## config.mk

```make
export PLATFORM = sky130hd
export DESIGN_NAME = pc_gen
export DESIGN_NICKNAME = d
export VERILOG_FILES = /design/src/rtl/pc_gen.sv
export SDC_FILE = /design/constraint.sdc
export NUM_CORES = 1
export LEC_CHECK = 0
export BUFFER_PORTS_ARGS = -buffer_cell sky130_fd_sc_hd__buf_2
export CORE_UTILIZATION = 45
export CTS_BUF_LIST = sky130_fd_sc_hd__clkbuf_8
export DETAILED_ROUTE_END_ITERATION = 8
export GPL_ROUTABILITY_DRIVEN = 0
export PLACE_DENSITY = 0.79
export SLEW_MARGIN = 20
export SYNTH_ARGS = -nofsm -noshare
export SYNTH_HDL_FRONTEND = slang
export SYNTH_SLANG_ARGS = --single-unit
```

## constraint.sdc

```tcl
create_clock -name clk -period 2.47 [get_ports clk]
set_clock_uncertainty 0.15 [all_clocks]
set_input_delay 0.3705 -clock clk [delete_from_list [all_inputs] [get_ports clk]]
set_output_delay 0.3705 -clock clk [all_outputs]
set_load 0.005 [all_outputs]
```

## src/rtl/pc_gen.sv

```systemverilog
`default_nettype none
// ============================================================================
//  Module   : pc_gen
//  Purpose  : Program-counter generator for the instruction-fetch stage.
//             Steps the fetch address by INST_BYTES whenever instruction
//             memory accepts a request. Takes flush redirects from ctrl and
//             branch redirects from ID. A one-entry pending register holds
//             a branch target that arrives while fetch is not advancing.
//  Ports    : clk                     - system clock, rising edge
//             rst                     - asynchronous reset, active low
//             stall[STALL_W-1:0]      - ctrl stall bus, bit 0 holds the PC
//             flush / new_pc          - exception redirect
//             branch_flag_i / branch_target_address_i - ID branch redirect
//             if_ready_i              - instruction memory accepts request
//             pc / ce                 - fetch address / request valid
//             redirect_pending_o      - a branch target is held pending
//             misalign_o              - misaligned redirect loaded (pulse)
//  Options  : PC_ALIGN_CHECK_EN - when defined, loaded redirect targets are
//             forced to INST_BYTES alignment and misalign_o pulses. When
//             undefined, targets load verbatim and misalign_o stays 0.
//  Revision : 1.0 - initial release
// ============================================================================
module pc_gen #(
    parameter int                ADDR_W       = 32,
    parameter int                INST_BYTES   = 4,
    parameter logic [ADDR_W-1:0] RESET_VECTOR = '0,
    parameter int                STALL_W      = 6
) (
    input  logic               clk,
    input  logic               rst,
    input  logic [STALL_W-1:0] stall,
    input  logic               flush,
    input  logic [ADDR_W-1:0]  new_pc,
    input  logic               branch_flag_i,
    input  logic [ADDR_W-1:0]  branch_target_address_i,
    input  logic               if_ready_i,
    output logic [ADDR_W-1:0]  pc,
    output logic               ce,
    output logic               redirect_pending_o,
    output logic               misalign_o
);

    localparam logic [ADDR_W-1:0] PC_INC = ADDR_W'(INST_BYTES);

`ifdef PC_ALIGN_CHECK_EN
    // Low address bits that must be zero for an aligned target. This is
    // all-zero for INST_BYTES=1, which makes the check inert.
    localparam logic [ADDR_W-1:0] ALIGN_MASK = ADDR_W'(INST_BYTES - 1);
`else
    localparam logic [ADDR_W-1:0] ALIGN_MASK = '0;
`endif

    typedef enum logic [0:0] {
        ST_OFF = 1'b0,
        ST_RUN = 1'b1
    } state_t;

    state_t            state_q, state_d;
    logic [ADDR_W-1:0] pc_q, pc_d;
    logic [ADDR_W-1:0] pend_addr_q, pend_addr_d;
    logic              pend_valid_q, pend_valid_d;
    logic              misalign_q, misalign_d;

    logic              adv;
    logic [ADDR_W-1:0] target;
    logic              load_target;

    // Only bit 0 of the stall bus is meaningful here.
    logic unused_stall;
    assign unused_stall = |stall;

    assign ce  = (state_q == ST_RUN);
    assign adv = ce & ~stall[0] & if_ready_i;

    // Redirect source selection, in priority order. The pending target is
    // only used when no live redirect is present.
    always_comb begin
        target      = pc_q;
        load_target = 1'b0;
        if (flush) begin
            target      = new_pc;
            load_target = 1'b1;
        end else if (adv && branch_flag_i) begin
            target      = branch_target_address_i;
            load_target = 1'b1;
        end else if (adv && pend_valid_q) begin
            target      = pend_addr_q;
            load_target = 1'b1;
        end
    end

    always_comb begin
        state_d      = state_q;
        pc_d         = pc_q;
        pend_addr_d  = pend_addr_q;
        pend_valid_d = pend_valid_q;
        misalign_d   = 1'b0;

        case (state_q)
            ST_OFF: begin
                state_d = ST_RUN;
            end
            ST_RUN: begin
                if (load_target) begin
                    pc_d         = target & ~ALIGN_MASK;
                    misalign_d   = |(target & ALIGN_MASK);
                    pend_valid_d = 1'b0;
                end else if (adv) begin
                    pc_d = pc_q + PC_INC;
                end

                // Branch seen while fetch is held: park it. A newer branch
                // simply overwrites an older parked one.
                if (branch_flag_i && !flush && !adv) begin
                    pend_addr_d  = branch_target_address_i;
                    pend_valid_d = 1'b1;
                end
            end
            default: begin
                state_d = ST_OFF;
            end
        endcase
    end

    always_ff @(posedge clk or negedge rst) begin
        if (!rst) begin
            state_q      <= ST_OFF;
            pc_q         <= RESET_VECTOR;
            pend_addr_q  <= '0;
            pend_valid_q <= 1'b0;
            misalign_q   <= 1'b0;
        end else begin
            state_q      <= state_d;
            pc_q         <= pc_d;
            pend_addr_q  <= pend_addr_d;
            pend_valid_q <= pend_valid_d;
            misalign_q   <= misalign_d;
        end
    end

    assign pc                 = pc_q;
    assign redirect_pending_o = pend_valid_q;
    assign misalign_o         = misalign_q;

endmodule
`default_nettype wire

```

==> flow_metrics.env <==
export IMPL_status="finished clean"
export IMPL_hp_class="input port to flop"
export IMPL_yosysUniqueCellTypes=58
export IMPL_pwr_share_comb=0.251
export IMPL_initialDrtViolationCount=244
export IMPL_rsz0062_at_grt="no"
export IMPL_die_area_um2=8990
export IMPL_path_max_fanout=6
export IMPL_yosys_most_used_dff="dfrtp_1"
export IMPL_antenna_left=0
export IMPL_p_seq_frac=0.464
export IMPL_io_pins=110
export IMPL_grt_max_degree=43
export IMPL_insertion_delay_ns=0.35
export IMPL_start_kind="flop"
export IMPL_ys_warn_count=0
export IMPL_htreeDepth=3
export IMPL_endpoint_kind="flop"
export IMPL_antenna_found_initial=1
export IMPL_critPathArrivalTime_ns=2.42
export IMPL_grt_pass1_wl_um=17400
export IMPL_dieHeight_um=94.8
export IMPL_row_count=33
export IMPL_core_um2=8260
export IMPL_finalNetCount=581
export IMPL_fin_util=0.580
export IMPL_clk_pin_slew_ns=0.07
export IMPL_p_leak_nw=2.24
export IMPL_cts_buffers=9
export IMPL_hold_viol_final=0
export IMPL_overflow=0
export IMPL_wl_per_cell_um=17.6
export IMPL_dieWidth_um=94.8
export IMPL_drc=0
export IMPL_cts_path_max_buffers=2
export IMPL_dr_pass1_iters=5
export IMPL_finalWirelength_um=10800
export IMPL_port_buffers=103
export IMPL_p_clk_frac=0.285
export IMPL_intPower_mw=2.23
export IMPL_cp_required_ns=2.57
export IMPL_min_delay_path_depth=2
export IMPL_drv_cap=0
export IMPL_hpwl_um=7990
export IMPL_ir_worst_vdd_mv=0.387
export IMPL_synth_nets=474
export IMPL_synth_ff_latch_count=66
export IMPL_tightestPinTransition_ns=0.662
export IMPL_syn_to_final_growth_pct=23.7
export IMPL_setup_viol_count_final=0
export IMPL_initial_core_util=0.469
export IMPL_period_needed_ns=2.32
export IMPL_first_global_vias=3573
export IMPL_p_sw_frac=0.311
export IMPL_antenna_cells=0
export IMPL_cts_tree="done"
export IMPL_ys_seq_area_frac=0.426
export IMPL_async_reset_ff_frac=1.00
export IMPL_slew_headroom=0.558
export IMPL_p_per_area_nw_per_um2=676
export IMPL_syn_area_um2=3880
export IMPL_max_freq_ghz=0.432
export IMPL_rrSetupSlack_ns=0.15
export IMPL_viasPerCell=5.93
export IMPL_reg2regPathDepth=6
export IMPL_finalMaxSlewViolations=0
export IMPL_cts_sinks=66
export IMPL_via_count=3649
export IMPL_crit_type="flop to flop"
export IMPL_tns_ns=0
export IMPL_gr_usage_all_layers=0.254
export IMPL_period_share=0.937
export IMPL_drive_gt1_frac=0.367
export IMPL_avgSynthCellArea_um2=9.74
export IMPL_clock_root_buffer="clkbuf_8"
export IMPL_power_switching_mw=1.01
export IMPL_synth_edf_count=0
export IMPL_syn_inst=398
export IMPL_postCtsSetupBuffers=0
## per-stage QoR
stage | setup slack (ns) | instances | power, mW | hold slack (ns) | area, µm²
finish | 0.155 | 615 | 3.24 | 0.115 | 4790
floorplan | 0.315 | 398 | 1.96 | -0.0751 | 3880
CTS | 0.161 | 615 | 3.25 | 0.113 | 4790
detailed placement | 0.195 | 598 | 2.33 | 0.256 | 4590
global placement | 0.289 | 598 | 2.28 | 0.242 | 4590
global route | 0.0610 | 615 | 3.42 | 0.109 | 4790
## layout by cell type (no fill, tap or decap), types with 3 or more instances in the layout
| master | netlist | routed |
|---|---|---|
| a211oi_1 | 6 | 6 |
| a21oi_1 | 41 | 40 |
| a22oi_1 | 5 | 5 |
| a2bb2oi_1 | 8 | 8 |
| a31oi_1 | 4 | 4 |
| and3_1 | 5 | 5 |
| buf_2 | 9 | 103 |
| buf_4 | 1 | 21 |
| clkbuf_8 | 0 | 11 |
| dfrtp_1 | 66 | 66 |
| inv_1 | 2 | 5 |
| mux2_2 | 39 | 39 |
| mux2i_1 | 25 | 25 |
| nand2_1 | 36 | 36 |
| nand3_1 | 14 | 14 |
| nand4_1 | 7 | 7 |
| nor2_1 | 22 | 22 |
| nor3_1 | 8 | 7 |
| o211ai_1 | 9 | 9 |
| o21ai_0 | 10 | 10 |
| o22a_1 | 7 | 7 |
| o22ai_1 | 5 | 5 |
| or3_1 | 3 | 3 |
## cells by family (layout without fill, tap and decap cells)
group                      count (synthesis)  after routing  synth area share
DFF                                       66             66             0.426
muxes                                     64             64             0.178
buffers and inverters                     33            145            0.0358
AOI/OAI and AO/OA                        121            121             0.213
adders and majority gates                  1              1           0.00323
and+or+nand+nor                          111            111             0.142
other                                      2              2           0.00194
## state kept, by name (all words and copies together), names as in the netlist
register	cells
pc	32
pend_addr_q	32
ce	1
redirect_pending_o	1
## power by group through the flow
stage               Sequential, mW  Clock (mW)  Combinational [mW]
finish                        1.50       0.923               0.813
CTS                           1.50       0.932               0.815
detailed placement            1.52           0               0.809
global placement              1.50           0               0.784
global route                  1.54       0.981               0.899
floorplan                     1.48           0               0.483
## cell usage after synthesis, types with 3 or more instances
library cell,number,area [µm²]
a211oi_1,6,45.0
a21oi_1,41,205
a22oi_1,5,37.5
a2bb2oi_1,8,70.1
a31oi_1,4,25.0
and3_1,5,31.3
buf_1,3,11.3
buf_2,9,45.0
clkbuf_1,17,63.8
dfrtp_1,66,1650
mux2_2,39,439
mux2i_1,25,250
nand2_1,36,135
nand3_1,14,70.1
nand4_1,7,43.8
nor2_1,22,82.6
nor3_1,8,40.0
o211ai_1,9,67.6
o21ai_0,10,50.1
o22a_1,7,61.3
o22ai_1,5,31.3
or3_1,3,18.8
## repair_timing
| action | in CTS | in global routing |
|---|---|---|
| endpoints found under the hold margin | 24 | 0 |
| hold buffers | 1 | 0 |
| resized for setup | 0 | 0 |
## cell type report
| type | instances | area, µm² |
|---|---|---|
| Clock inverter | 5 | 46.3 |
| Inverter | 3 | 11.3 |
| Multi-Input combinational cell | 299 | 2100 |
| Clock buffer | 11 | 151 |
| Sequential cell | 66 | 1650 |
| Tap cell | 105 | 131 |
| Timing Repair Buffer | 126 | 703 |
| Fill cell | 742 | 3460 |
## critical path, stage by stage (launching register included)
cell	delay (ns)
dfrtp_1	0.47
ha_1	0.26
nand4_1	0.14
or2_1	0.29
or3_4	0.40
o41a_1	0.32
o211ai_1	0.20
## worst paths after layout
kind	startpoint	end
worst max-delay path	pc[2]	pc[28]
worst min-delay path	branch_target_address_i[27]	pend_addr_q[27]
worst max register to register	pc[2]	pc[28]
worst min register to register	pend_addr_q[27]	pend_addr_q[27]
max in group asynchronous	rst	pc[23]
min in group asynchronous	rst	pend_addr_q[24]
## per-layer routing
layer  vias to the layer above  routed length (µm)  part of all wire  global-route usage
met5                         -                   8           0.00074                   0
met3                        25                 729             0.067              0.0628
met4                         2                 259             0.024               0.102
met1                      1762                4680              0.43               0.337
li1                       1716                   -                 -                   -
met2                       144                5130              0.47               0.397
Power figures use the tool's default switching activity.
